**src/rtl/fifo_pkg.sv**
```systemverilog
// fifo_pkg: shared defaults, output-mode enum and explicit-wrap pointer increment for fifo_gen2
package fifo_pkg;
  localparam int FIFO_WIDTH_DEF = 16;
  localparam int FIFO_DEPTH_DEF = 8;
  typedef enum logic {FIFO_STD, FIFO_FWFT} fifo_mode_e;
  function automatic int ptr_inc(input int ptr, input int depth);
    return (ptr == depth - 1) ? 0 : ptr + 1;
  endfunction
endpackage

```
**src/rtl/fifo_mem.sv**
```systemverilog
// fifo_mem: DEPTH x WIDTH simple dual-port array; ports clk, we/waddr/wdata (sync write), raddr/rdata (async read)
module fifo_mem #(
  parameter int WIDTH = 16,
  parameter int DEPTH = 8,
  parameter int AW = $clog2(DEPTH)
) (
  input  logic             clk,
  input  logic             we,
  input  logic [AW-1:0]    waddr,
  input  logic [WIDTH-1:0] wdata,
  input  logic [AW-1:0]    raddr,
  output logic [WIDTH-1:0] rdata
);
  logic [WIDTH-1:0] mem [DEPTH];
  always_ff @(posedge clk)
    if (we) mem[waddr] <= wdata;
  assign rdata = mem[raddr];
endmodule

```
**src/rtl/fifo_gen2.sv**
```systemverilog
// fifo_gen2: sync FIFO (std/FWFT) with count, flags, flush; ports clk, rst, flush, wr_en/data_in, rd_en/data_out, wr_ack, overflow, underflow, count, full/empty/almostfull/almostempty
module fifo_gen2 import fifo_pkg::*; #(
  parameter int WIDTH    = FIFO_WIDTH_DEF,
  parameter int DEPTH    = FIFO_DEPTH_DEF,
  parameter int AF_LEVEL = DEPTH - 1,
  parameter int AE_LEVEL = 1,
  parameter int FWFT     = 0
) (
  input  logic                       clk,
  input  logic                       rst,
  input  logic                       flush,
  input  logic                       wr_en,
  input  logic [WIDTH-1:0]           data_in,
  input  logic                       rd_en,
  output logic [WIDTH-1:0]           data_out,
  output logic                       wr_ack,
  output logic                       overflow,
  output logic                       underflow,
  output logic [$clog2(DEPTH+1)-1:0] count,
  output logic                       full,
  output logic                       empty,
  output logic                       almostfull,
  output logic                       almostempty
);
  localparam int PW = $clog2(DEPTH);
  localparam int CW = $clog2(DEPTH + 1);
  localparam fifo_mode_e MODE = (FWFT != 0) ? FIFO_FWFT : FIFO_STD;
  localparam logic [CW-1:0] FULL_CNT = CW'(DEPTH);
  localparam logic [CW-1:0] AF_CNT = CW'(AF_LEVEL);
  localparam logic [CW-1:0] AE_CNT = CW'(AE_LEVEL);
  if (WIDTH < 1 || DEPTH < 2) begin : g_bad_size
    $error("fifo_gen2: WIDTH must be >= 1 and DEPTH >= 2");
  end
  if (AF_LEVEL < 1 || AF_LEVEL > DEPTH - 1 || AE_LEVEL < 1 || AE_LEVEL > DEPTH - 1) begin : g_bad_level
    $error("fifo_gen2: AF_LEVEL and AE_LEVEL must lie in 1..DEPTH-1");
  end
  if (FWFT != 0 && FWFT != 1) begin : g_bad_mode
    $error("fifo_gen2: FWFT must be 0 or 1");
  end
  logic [PW-1:0]    wr_ptr, rd_ptr;
  logic [WIDTH-1:0] mem_rd, dout_q;
  logic             rd_ok, wr_ok;
  assign full        = count == FULL_CNT;
  assign empty       = count == '0;
  assign almostfull  = count >= AF_CNT && !full;
  assign almostempty = !empty && count <= AE_CNT;
  // a full FIFO still takes a write when a read frees a slot in the same cycle
  assign rd_ok = !flush && rd_en && !empty;
  assign wr_ok = !flush && wr_en && (!full || rd_ok);
  // FWFT shows the head directly; dout_q keeps the last popped word for when it drains
  assign data_out = (MODE == FIFO_FWFT && !empty) ? mem_rd : dout_q;
  fifo_mem #(.WIDTH(WIDTH), .DEPTH(DEPTH), .AW(PW)) u_mem (
    .clk   (clk),
    .we    (wr_ok),
    .waddr (wr_ptr),
    .wdata (data_in),
    .raddr (rd_ptr),
    .rdata (mem_rd)
  );
  always_ff @(posedge clk or posedge rst)
    if (rst) begin
      wr_ptr    <= '0;
      rd_ptr    <= '0;
      count     <= '0;
      dout_q    <= '0;
      wr_ack    <= 1'b0;
      overflow  <= 1'b0;
      underflow <= 1'b0;
    end else begin
      wr_ack    <= wr_ok;
      overflow  <= !flush && wr_en && !wr_ok;
      underflow <= !flush && rd_en && !rd_ok;
      if (flush) begin
        wr_ptr <= '0;
        rd_ptr <= '0;
        count  <= '0;
      end else begin
        if (wr_ok) wr_ptr <= PW'(ptr_inc(32'(wr_ptr), DEPTH));
        if (rd_ok) begin
          rd_ptr <= PW'(ptr_inc(32'(rd_ptr), DEPTH));
          dout_q <= mem_rd;
        end
        if (wr_ok != rd_ok) count <= wr_ok ? count + CW'(1) : count - CW'(1);
      end
    end
endmodule

```
**config.mk**
```make
export PLATFORM = sky130hd
export DESIGN_NAME = fifo_gen2
export DESIGN_NICKNAME = d
export VERILOG_FILES = /design/src/rtl/fifo_pkg.sv /design/src/rtl/fifo_mem.sv /design/src/rtl/fifo_gen2.sv
export SDC_FILE = /design/constraint.sdc
export NUM_CORES = 1
export LEC_CHECK = 0
export CAP_MARGIN = 0
export CORE_MARGIN = 8
export CORE_UTILIZATION = 59
export DETAILED_ROUTE_END_ITERATION = 10
export GPL_ROUTABILITY_DRIVEN = 0
export PLACE_DENSITY = 0.8
export SLEW_MARGIN = 25
export SYNTH_ARGS = -nofsm -noshare
export SYNTH_HDL_FRONTEND = slang
export SYNTH_HIERARCHICAL = 1
export SYNTH_SLANG_ARGS = --single-unit
```
**constraint.sdc**
```tcl
create_clock -name clk -period 7.86 [get_ports clk]
set_input_delay 1.572 -clock clk [delete_from_list [all_inputs] [get_ports clk]]
set_output_delay 1.572 -clock clk [all_outputs]
set_load 0.1 [all_outputs]
```
# After elaboration in Yosys (flattened, before gate mapping)
# Memory sizes are Yosys's and may differ from the RTL's. A register that Yosys moved wholly into a read port is not among the register bits.
# Cells that the tools add are included.
dict set report classes {
  addsub 4
  magnitude_cmp 2
  n_eq_ne 4
  muxes 11
  bitwise_logic 1
  n_reduce_logical 19
}
# op count
set op_table {}
lappend op_table {{$mux 3} 6}
lappend op_table {{$mux 4} 3}
lappend op_table {{$logic_and 1x1->1} 8}
lappend op_table {{$add 3x1->3 const B} 2}
lappend op_table {{$eq 3x1->1 const B} 2}
lappend op_table {{$reduce_bool 2->1} 3}
lappend op_table {{$logic_not 1->1} 5}
lappend op_table {{$add 4x1->4 const B} 1}
lappend op_table {{$eq 4x4->1 const B} 1}
lappend op_table {{$ge 4x3->1 const B} 1}
lappend op_table {{$le 4x1->1 const B} 1}
lappend op_table {{$logic_not 4->1} 1}
lappend op_table {{$sub 4x1->4 const B} 1}
lappend op_table {{$mux 1} 2}
lappend op_table {{$reduce_and 2->1} 1}
lappend op_table {{$logic_or 1x1->1} 1}
lappend op_table {{$ne 1x1->1} 1}
lappend op_table {{$not 1->1} 1}
dict set report word_totals {
  reg_bits 13
  mem_bits_rw 128
  inputBits 21
  out_inout_bits 27
  word_cells 48
  mem_count 1
}
# name depth width read_ports rd_clocked_by_memory_dff wr line_no
set memory_table {}
lappend memory_table {u_mem.mem 8 16 1 1 1 fifo_mem.sv:14} ;# logic [WIDTH-1:0] mem [DEPTH];

# Logic depth before layout (Yosys ltp)
# Gate-level depths: netlist of the first run.
dict set report depth {
  word_depth 8
  mapped_depth 7
  ltp_nobuf 6
}

# Hierarchy
# Netlist of the first run, hierarchy kept.
# module instances cells_each area_each_um2 seq_area_each_um2
set by_module_without_submodules {}
lappend by_module_without_submodules {fifo_mem 1 198 4973.5 3843.7}
lappend by_module_without_submodules {fifo_gen2 1 114 1403.8 725.7}

# Worst setup path after synthesis of the first run
# Ideal clock, no wire load.
dict set report synth_path {
  kind {register to output}
  startpoint {reg count[1]}
  endpoint {out almostempty}
  t_arrival_ns 4.521
  slack_ns 1.767
  stages_incl_launch_ff 4
  path_buffers 0
  path_cell_list {dfrtp_1 -> inv_1 -> ha_1 -> nor4b_1}
}
dict set report synth_via {
  elab_chain_cells 3
  word_cells_on_any_way 4
  classes_between {order compare: 1; reduce/logical: 3}
}
# element line_no
set synth_rtl {}
lappend synth_rtl {{from (decl)} fifo_gen2.sv:19} ;# output logic [$clog2(DEPTH+1)-1:0] count,
lappend synth_rtl {{from (signal assigned)} fifo_gen2.sv:83} ;# if (wr_ok != rd_ok) count <= wr_ok ? count + CW'(1) : count - CW'(1);
lappend synth_rtl {{branches (longest 2 deep; another with $le 4x1->1)} n/a}
lappend synth_rtl {{$logic_and 1x1->1 (*)} fifo_gen2.sv:46} ;# assign almostempty = !empty && count <= AE_CNT;
lappend synth_rtl {{to (decl)} fifo_gen2.sv:23} ;# output logic almostempty
# Every way passes the cells marked *.

# Final worst setup path of the first run
dict set report layout_path {
  startpoint {reg count[0]}
  endpoint {out empty}
}
dict set report layout_via {
  elab_chain_cells 1
}
# element line_no
set layout_rtl {}
lappend layout_rtl {{$logic_not 4->1} fifo_gen2.sv:44} ;# assign empty = count == '0;
lappend layout_rtl {{to (decl)} fifo_gen2.sv:21} ;# output logic empty,
# No other way between the ends.

==> summary.md, run 1 <==
| Metric | Value |
|---|---|
| Outcome | `complete, no violations` |
| Least-Margin Pin Slew | `a little over 1 ns` |
| Worst reg2reg setup slack | `around 4.7 ns` |
| Core region area | `about 11000 um^2` |
| Top-count cell post-synth | `edfxtp_1` |
| Max IR drop VDD | `between 0.2 and 0.25 mV` |
| Ports | `48` |
| Synth cell count leaders | `edfxtp_1, mux2_2, dfrtp_1, mux4_1, nor2_1` |
| CTS Sinks | `~160` |
| H-Tree Depth | `4` |
| Fillers | `around 670` |
| Chip height | `120.0 um` |
| Clock Tree Buf Depth | `2` |
| Final Cycle Share | `around three fifths` |
| Placed Area | `7018 um^2` |
| Initial DRC count | `between 150 and 200` |
| Worst Hold Depth | `1` |
| CTS Hold Bufs | `0` |
| Crit path arrival time | `3.06 ns` |
| GRT Total Usage | `approximately 18%` |
| Post-layout util | `71.27%` |
| Post-synth top area share | `roughly three fifths` |
| Setup TNS | `0 ns` |
| DP HPWL | `7229 um` |
| Syn avg cell area | `just over 20 um^2` |
| Min Tclk post-route | `about 4.6 ns` |
| Critical-path cell list | `inv_1, ha_1, nor3b_1, clkdlybuf4s50_1` |
| Die W | `between 100 and 150 um` |
| Yosys warns | `6` |
| Final Hold Viols | `0` |
| HP Start | `data_out[13]` |
| Sequential area share after synthesis | `approximately 72%` |
| CP max-delay cell | `clkdlybuf4s50_1` |
| Clock Root Buffer | `clkbuf_8` |
| Yosys reg bits | `157` |
| Maximum clock rate | `~220 MHz` |
| Synth cell types | `37` |
| CP bufs+invs | `2` |
| Worst Hold Path EP | `data_out[13]` |
| Max Slew Vio Count | `0` |
| Worst hold-check path type | `flip-flop to flip-flop` |
| TritonCTS clock tree | `yes` |
| Setup crit end kind | `primary output` |
| Worst path max stage delay | `around 1.2 ns` |
| Clock skew | `0.01008 ns` |
| Critical path peak fanout | `8` |
| P&R area growth vs syn | `19.56%` |
| # DRC | `0` |
| Leakage power | `approximately 0.0026 uW` |
| RSZ-0062 raised after global routing | `no` |
| Antenna violations before repair | `0` |
| Ratio of cells with drive above 1 in the final layout | `20.62%` |
| Top post-synthesis cells by area | `edfxtp_1, mux4_1, dfrtp_1, mux2_2, mux4_2` |
| Die area | `14390 um^2` |
| Number of inserted diodes | `0` |
| Global-route wire length before repair | `19140 um` |
| # setup viols final | `0` |
| Hold slack | `just over 0.5 ns` |
| Crit path from | `count[0]` |
| RR Startpoint | `count[0]` |
| Area leader, netlist | `edfxtp_1` |
| Reg-to-reg critical path endpoint | `u_mem/mem[7][11]` |
| Max-Cap Viols | `0` |
| Ys flop type | `edfxtp_1` |
| Startpoint Class | `flip-flop` |
| Power density over the cells | `between 300 and 400 nW/um^2` |
| Final wirelength | `12200 um` |
| Largest net degree at the start of global routing | `36` |
| Number of enable-type register cells in the synthesized netlist | `about 130` |
| Clock latency at the later pin of the worst-skew pair | `0.51 ns` |
| Post-CTS sizing | `0` |
| Nets | `roughly 400` |
| Vias/cell | `5.979` |
| CTS clk-pin slew, worst paths | `about 0.06 ns` |
| Cts bufs inserted | `17` |
| Normalized max-slew margin | `a little under a third` |
| Antenna-violating nets left | `0` |
| First-pass detailed-route iteration total | `4` |
| Starting Density | `59.61%` |
| Site row count | `38` |
| Vias in the first global route | `3374` |
| Vias | `around 3200` |
| Worst R2R Path Depth | `7` |
| Post-CTS setup buffers | `0` |
| Mapped Cells | `around 310` |
| Avg WL per Cell | `about 23 um` |
| Global route overflow | `0` |
| Final instance area | `around 7600 um^2` |
| Setup CP Type | `flip-flop to primary output` |
| CP top delay family | `buffers and inverters` |
| Req. time, crit path | `6.29 ns` |
| Synthesized Nets | `340` |
| Asr flop ratio synth | `a little under a fifth` |
| Mapped Area | `between 6000 and 7000 um^2` |
| Port Buffer Count | `47` |
## cell type report
class | instances | area [um^2] | share of cell area (%)
well taps | 140 | 175.2 | 2.297
multi-input cells | 138 | 1710 | 22.43
flip-flops and latches | 157 | 4569 | 59.93
inverters | 3 | 11.26 | 0.1477
clock inverters | 7 | 137.6 | 1.805
repair buffers | 58 | 556.8 | 7.302
clock buffers | 25 | 464.2 | 6.088
## routing by layer
metal	up-vias	wire length (um)	GRT usage (%)
li1	1405	-	-
met1	1663	5178	21.69
met2	73	6285	29.97
met3	16	524	5.073
met4	0	210	7.494
met5	-	0	0
## kinds of logic after synthesis
family / count (synthesis) / share of synthesized area, %
AO/OA/AOI/OAI: 16 / 1.550
XOR/XNOR: 1 / 0.1374
adder cells (fa/ha/maj): 7 / 1.373
buffers and inverters: 17 / 1.903
flip-flops: 157 / 71.65
multiplexers: 68 / 19.25
AND/OR/NAND/NOR: 46 / 4.140
## placed cells by master, fill, tap and decap left out, types with 2 or more instances in the layout
cell	count
bufinv_16	4
nand2b_1	9
clkinv_2	2
inv_1	3
clkbuf_8	3
nor2b_1	2
clkdlybuf4s50_1	47
nand3b_1	2
buf_4	10
o21ai_0	7
nor3_2	2
clkbuf_1	6
mux2i_1	3
dfrtp_1	29
nor2_1	11
edfxtp_1	128
mux4_2	4
nand2_1	6
mux2_2	33
a21oi_1	4
mux4_1	28
ha_1	7
nor3_1	3
clkbuf_16	16
## worst max-delay path by stage
stage,to,slack [ns],cells after the start
2_1_floorplan,almostempty,1.77,3
3_3_place_gp,u_mem/mem[3][6],3.41,6
3_5_place_dp,u_mem/mem[3][6],3.26,6
4_1_cts,empty,3.21,4
5_1_grt,empty,3.07,4
6_report,empty,3.23,4
## report_power, final
group / switching, uW / total, uW / internal [uW] / leakage, uW
combinational: 665 / 940 / 275 / 0.000827
sequential: 56.6 / 1030 / 978 / 0.00152
clock: 296 / 828 / 532 / 0.000290
total: 1020 / 2800 / 1780 / 0.00264
## worst register-to-register path, delay by kind of cell (launching register included)
kind	cells	cell delay, ns
simple gates	4	1.73
flops	1	0.45
buf+inv	2	0.39
fa+ha+maj	1	0.27
## stage by stage
| step | std cells | setup WS [ns] | power [uW] |
|---|---|---|---|
| 3_3_place_gp | 495 | 3.411 | 1963 |
| 3_5_place_dp | 496 | 3.265 | 1986 |
| 2_1_floorplan | 312 | 1.767 | 1775 |
| 6_report | 528 | 3.225 | 2802 |
| 5_1_grt | 528 | 3.065 | 2899 |
| 4_1_cts | 528 | 3.207 | 2821 |
## state kept, by name, summed over array words and instances, names as in the netlist
signal     count
data_out      16
wr_ack         1
overflow       1
underflow      1
wr_ptr         3
count          4
u_mem/mem    128
rd_ptr         3
Note: power is estimated with default switching activity, not from simulation.
==> run 2: changes to the inputs <==
Settings changed: CORE_UTILIZATION 59 to 52, PLACE_DENSITY 0.8 to 0.75.
Clock period 7.86 ns to 3.8 ns, I/O delays scaled along.
==> summary.md, run 2 (synthesis results as in run 1) <==
| Metric | Value |
|---|---|
| Outcome | `complete, no violations` |
| Clock skew | `0.007282 ns (-0.002795 ns)` |
| Starting Density | `53.09% (-6.5 points)` |
| Avg WL per Cell | `21.39 um (-7.4%)` |
| Commonest non-fill, non-tap cell in the layout | `edfxtp_1` |
| CP max-delay cell | `clkdlybuf4s50_1` |
| Clock Tree Buf Depth | `2 (unchanged)` |
| Clock Root Buffer | `clkbuf_16` |
| Vias | `3129 (-0.89%)` |
| Normalized max-slew margin | `33.85% (+1.9 points)` |
| Die area | `16060 um^2 (+12%)` |
| CTS clk-pin slew, worst paths | `0.06 ns (about the same)` |
| Max reg flops | `128 (unchanged)` |
| Post-Layout Cell Count | `541 (+2.5%)` |
| CP bufs+invs | `1 (-1)` |
| Initial DRC count | `164 (-4.1%)` |
| Port Buffer Count | `47 (unchanged)` |
| H-Tree Depth | `4 (unchanged)` |
| Post-layout util | `63.53% (-7.7 points)` |
| Antenna violations before repair | `0 (unchanged)` |
| Die W | `126.7 um (+5.7%)` |
| Dpl ws | `0.7968 ns (-2.468 ns)` |
| Power density over the cells | `741.7 nW/um^2 (+100%)` |
| P&R area growth vs syn | `19.66% (about the same)` |
| Final setup margin | `0.8227 ns (-2.402 ns)` |
| RSZ-0062 raised after global routing | `no` |
| Critical path peak fanout | `12 (+4)` |
| CTS Sinks | `157 (unchanged)` |
| Setup crit end kind | `primary output` |
| Vias in the first global route | `3233 (-4.2%)` |
| CP top delay family | `buffers and inverters` |
| Final wirelength | `11570 um (-5.2%)` |
| DP HPWL | `7215 um (-0.19%)` |
| Worst hold-check path type | `flip-flop to flip-flop` |
| Post-CTS sizing | `0 (unchanged)` |
| Largest net degree at the start of global routing | `36 (unchanged)` |
| Chip height | `126.7 um (+5.7%)` |
| Ratio of cells with drive above 1 in the final layout | `24.11% (+3.5 points)` |
| Final Cycle Share | `about four fifths` |
| Nets | `409 (+1.5%)` |
| Clock latency at the later pin of the worst-skew pair | `0.42 ns (-0.09 ns)` |
| Leakage power | `0.002649 uW (+0.42%)` |
| Core region area | `12010 um^2 (+12%)` |
| Min Tclk post-route | `2.977 ns` |
| Number of inserted diodes | `0 (unchanged)` |
| Max IR drop VDD | `0.3359 mV (+43%)` |
| GRT Total Usage | `15.11% (-2.9 points)` |
| Site row count | `40 (+5.3%)` |
| TritonCTS clock tree | `yes` |
| Setup TNS | `0 ns (unchanged)` |
| Post-CTS setup buffers | `0 (unchanged)` |
| First-pass detailed-route iteration total | `4 (unchanged)` |
| Final instance area | `7631 um^2 (about the same)` |
| # setup viols final | `0 (unchanged)` |
| Cts bufs inserted | `17 (unchanged)` |
| Maximum clock rate | `roughly 340 MHz` |
| Global route overflow | `0 (unchanged)` |
| Setup CP Type | `flip-flop to primary output` |
| Crit path arrival time | `2.22 ns (-0.84 ns)` |
| Req. time, crit path | `3.04 ns (-3.25 ns)` |
| Final Hold Viols | `0 (unchanged)` |
| Largest Register | `u_mem/mem` |
| Placed Area | `7067 um^2 (+0.70%)` |
| Placed Cells incl. Taps | `509 (+2.6%)` |
| Vias/cell | `5.784 (-3.3%)` |
| Max-Cap Viols | `0 (unchanged)` |
| Most frequent cells in the layout | `edfxtp_1, clkdlybuf4s50_1, mux2_2, dfrtp_1, mux4_1` |
| Least-Margin Pin Slew | `0.9892 ns (-0.02871 ns)` |
| CTS Hold Bufs | `0 (unchanged)` |
| Max Slew Vio Count | `0 (unchanged)` |
| Antenna-violating nets left | `0 (unchanged)` |
| Worst path max stage delay | `1.21 ns (-0.03 ns)` |
| # DRC | `0 (unchanged)` |
| Global-route wire length before repair | `17970 um (-6.1%)` |
| Critical-path cell list | `clkdlybuf4s50_1` |
| Ports | `48 (unchanged)` |
| Startpoint Class | `flip-flop` |
## run 2: layer usage
layer | up-vias | part of all wire (%) | wire (um) | GRT usage (%)
met3 | 18 | 4.5 | 517 | 3.687
met5 | - | 0 | 0 | 0
met1 | 1601 | 43 | 4927 | 17.75
li1 | 1420 | - | - | -
met2 | 90 | 51 | 5903 | 25.63
met4 | 0 | 1.9 | 223 | 7.348
## run 2: power by group
group	internal, uW	switching (uW)	leakage [uW]
clock network	916	690	0.000260
logic	564	1350	0.000869
registers	2020	116	0.00152
total	3500	2160	0.00265
## run 2: per-stage QoR
stage	hold slack, ns	power, uW
final	0.5014	5660
after global routing	0.5191	5850
after CTS	0.5079	5707
after detailed placement	0.4948	4107
after global placement	0.4879	4080
after floorplan	0.5310	3682
## run 2: final timing paths
| kind | from | endpoint | slack (ns) | cells after the start |
|---|---|---|---|---|
| min in group asynchronous | rst | data_out[13] | 0.72 | 3 |
| max in group asynchronous | rst | data_out[4] | 2.78 | 3 |
| setup reg to reg | count[0] | u_mem/mem[0][1] | 1.28 | 7 |
| hold reg to reg | data_out[6] | data_out[6] | 0.50 | 1 |
| hold / removal | data_out[6] | data_out[6] | 0.50 | 1 |
| setup / recovery | count[2] | count[2] | 0.82 | 1 |
## run 2: cell type report
cell class,instances,area [um^2]
fill,822,4380
multi-input combinational,138,1714
tap,147,183.9
inverter,3,11.26
timing repair buffer,64,588.1
clock inverter,13,131.4
clock buffer,19,432.9
sequential,157,4569
==> run 3: changes to the inputs <==
Settings changed: CORE_UTILIZATION 52 to 58, PLACE_DENSITY 0.75 to 0.79.
Clock period 3.8 ns to 3 ns, I/O delays scaled along.
==> summary.md, run 3 (synthesis results as in run 1) <==
| Metric | Value |
|---|---|
| Worst R2R Path Depth | `7 (unchanged)` |
| P&R area growth vs syn | `20.58%` |
| Antenna-violating nets left | `0 (unchanged)` |
| Setup crit end kind | `primary output` |
| Max-Cap Viols | `0 (unchanged)` |
| Worst reg2reg setup slack | `0.53 ns (-0.75 ns)` |
| Antenna violations before repair | `0 (unchanged)` |
| Startpoint Class | `flip-flop` |
| TritonCTS clock tree | `yes` |
| Clock Tree Buf Depth | `2 (unchanged)` |
| DP HPWL | `7944 um (+10%)` |
| Core region area | `10790 um^2 (-10%)` |
| H-Tree Depth | `4 (unchanged)` |
| Max reg flops | `128 (unchanged)` |
| Port Buffer Count | `47 (unchanged)` |
| Critical-path cell list | `inv_1, ha_1, nor3b_4, buf_4` |
| Normalized max-slew margin | `37.75% (+3.9 points)` |
| Post-Layout Cell Count | `539 (-0.37%)` |
| # setup viols final | `0 (unchanged)` |
| Final wirelength | `12000 um (+3.7%)` |
| Site row count | `38 (-5.0%)` |
| Min Tclk post-route | `approximately 2.6 ns` |
| Post-CTS sizing | `0 (unchanged)` |
| Final Hold Viols | `0 (unchanged)` |
| Ratio of cells with drive above 1 in the final layout | `31.08% (+7.0 points)` |
| Global-route wire length before repair | `18900 um (+5.1%)` |
| Outcome | `complete, no violations` |
| Max Slew Vio Count | `0 (unchanged)` |
| Largest Register | `u_mem/mem` |
| First-pass detailed-route iteration total | `5 (+1)` |
| Die area | `14610 um^2 (-9.1%)` |
| RSZ-0062 raised after global routing | `no` |
| Maximum clock rate | `between 300 and 400 MHz` |
| Vias in the first global route | `3376 (+4.4%)` |
| Power density over the cells | `960.4 nW/um^2 (+29%)` |
| Initial DRC count | `252 (+54%)` |
| Chip height | `120.9 um (-4.6%)` |
| CP max-delay cell | `dfrtp_2` |
| Placed Cells incl. Taps | `507 (-0.39%)` |
| Vias | `3173 (+1.4%)` |
| CP Depth | `4 (+3)` |
| Avg WL per Cell | `22.26 um (+4.1%)` |
| Final Cycle Share | `about 87%` |
| Nets | `414 (+1.2%)` |
| Ports | `48 (unchanged)` |
| Least-Margin Pin Slew | `0.9338 ns (-0.05538 ns)` |
| CP bufs+invs | `2 (+1)` |
| GRT Total Usage | `17.46% (+2.4 points)` |
| Setup TNS | `0 ns (unchanged)` |
| Die W | `120.9 um (-4.6%)` |
| Post-layout util | `71.25% (+7.7 points)` |
| Worst path max stage delay | `0.44 ns (-0.77 ns)` |
| Critical path peak fanout | `6 (-6)` |
| Cts bufs inserted | `17 (unchanged)` |
| Number of inserted diodes | `0 (unchanged)` |
| Leakage power | `0.002735 uW (+3.3%)` |
| Clock skew | `0.003720 ns (-0.003562 ns)` |
| Setup CP Type | `flip-flop to primary output` |
| Clock latency at the later pin of the worst-skew pair | `0.51 ns (+0.09 ns)` |
| CTS Sinks | `157 (unchanged)` |
| CP top delay family | `flip-flops` |
| Starting Density | `59.09% (+6.0 points)` |
| CTS Hold Bufs | `0 (unchanged)` |
| # DRC | `0 (unchanged)` |
| Post-CTS setup buffers | `0 (unchanged)` |
| Req. time, crit path | `2.40 ns (-0.64 ns)` |
| Vias/cell | `5.887 (+1.8%)` |
| Max IR drop VDD | `0.8062 mV (+140%)` |
| Setup crit end | `empty` |
| Crit path from | `count[1]` |
| RR Startpoint | `count[0]` |
| Crit path arrival time | `2.00 ns (-0.22 ns)` |
| Clock Root Buffer | `clkbuf_8` |
| CTS clk-pin slew, worst paths | `0.06 ns (about the same)` |
| Commonest non-fill, non-tap cell in the layout | `edfxtp_1` |
| Largest net degree at the start of global routing | `36 (unchanged)` |
| Reg-to-reg critical path endpoint | `u_mem/mem[3][1]` |
| Worst hold-check path type | `flip-flop to flip-flop` |
| Global route overflow | `0 (unchanged)` |
| Most frequent cells in the layout | `edfxtp_1, buf_4, mux2_2, mux4_1, dfrtp_1` |
run 3: area by class of cell:
| type | count | area (um^2) |
|---|---|---|
| Fill cell | 659 | 3103 |
| Inverter | 3 | 11.26 |
| Tap cell | 140 | 175.2 |
| Clock buffer | 19 | 421.7 |
| Multi-Input combinational cell | 138 | 1732 |
| Timing Repair Buffer | 69 | 580.6 |
| Clock inverter | 13 | 197.7 |
| Sequential cell | 157 | 4572 |
run 3: layer usage:
layer	track usage (%)	part of all wire, %
met1	22.35	43
met4	6.870	0.87
met5	0	0
met3	4.886	5.7
met2	27.84	50
run 3: how the worst min path moves through the flow:
stage | start | to | slack [ns] | depth (start not counted)
2_1_floorplan | rd_ptr[1] | rd_ptr[1] | 0.53 | 2
3_3_place_gp | data_out[9] | data_out[9] | 0.49 | 1
3_5_place_dp | data_out[0] | data_out[0] | 0.50 | 1
4_1_cts | data_out[0] | data_out[0] | 0.51 | 1
5_1_grt | data_out[6] | data_out[6] | 0.53 | 1
6_report | data_out[0] | data_out[0] | 0.51 | 1
run 3: metrics by stage:
| stage | worst slack, ns | area [um^2] | total power [uW] | hold slack (ns) |
|---|---|---|---|---|
| after detailed placement | 0.1793 | 7071 | 5218 | 0.4986 |
| final | 0.3983 | 7690 | 7386 | 0.5074 |
| after global routing | 0.2860 | 7690 | 7632 | 0.5265 |
| after global placement | 0.2444 | 7071 | 5180 | 0.4904 |
| after CTS | 0.3755 | 7690 | 7437 | 0.5124 |
| after floorplan | 0.01824 | 6419 | 4703 | 0.5310 |
run 3: where the power goes:
group	internal (uW)	total (uW)	switching [uW]
registers	2560	2730	168
logic	695	2430	1730
clock network	1430	2230	801
total	4680	7390	2700
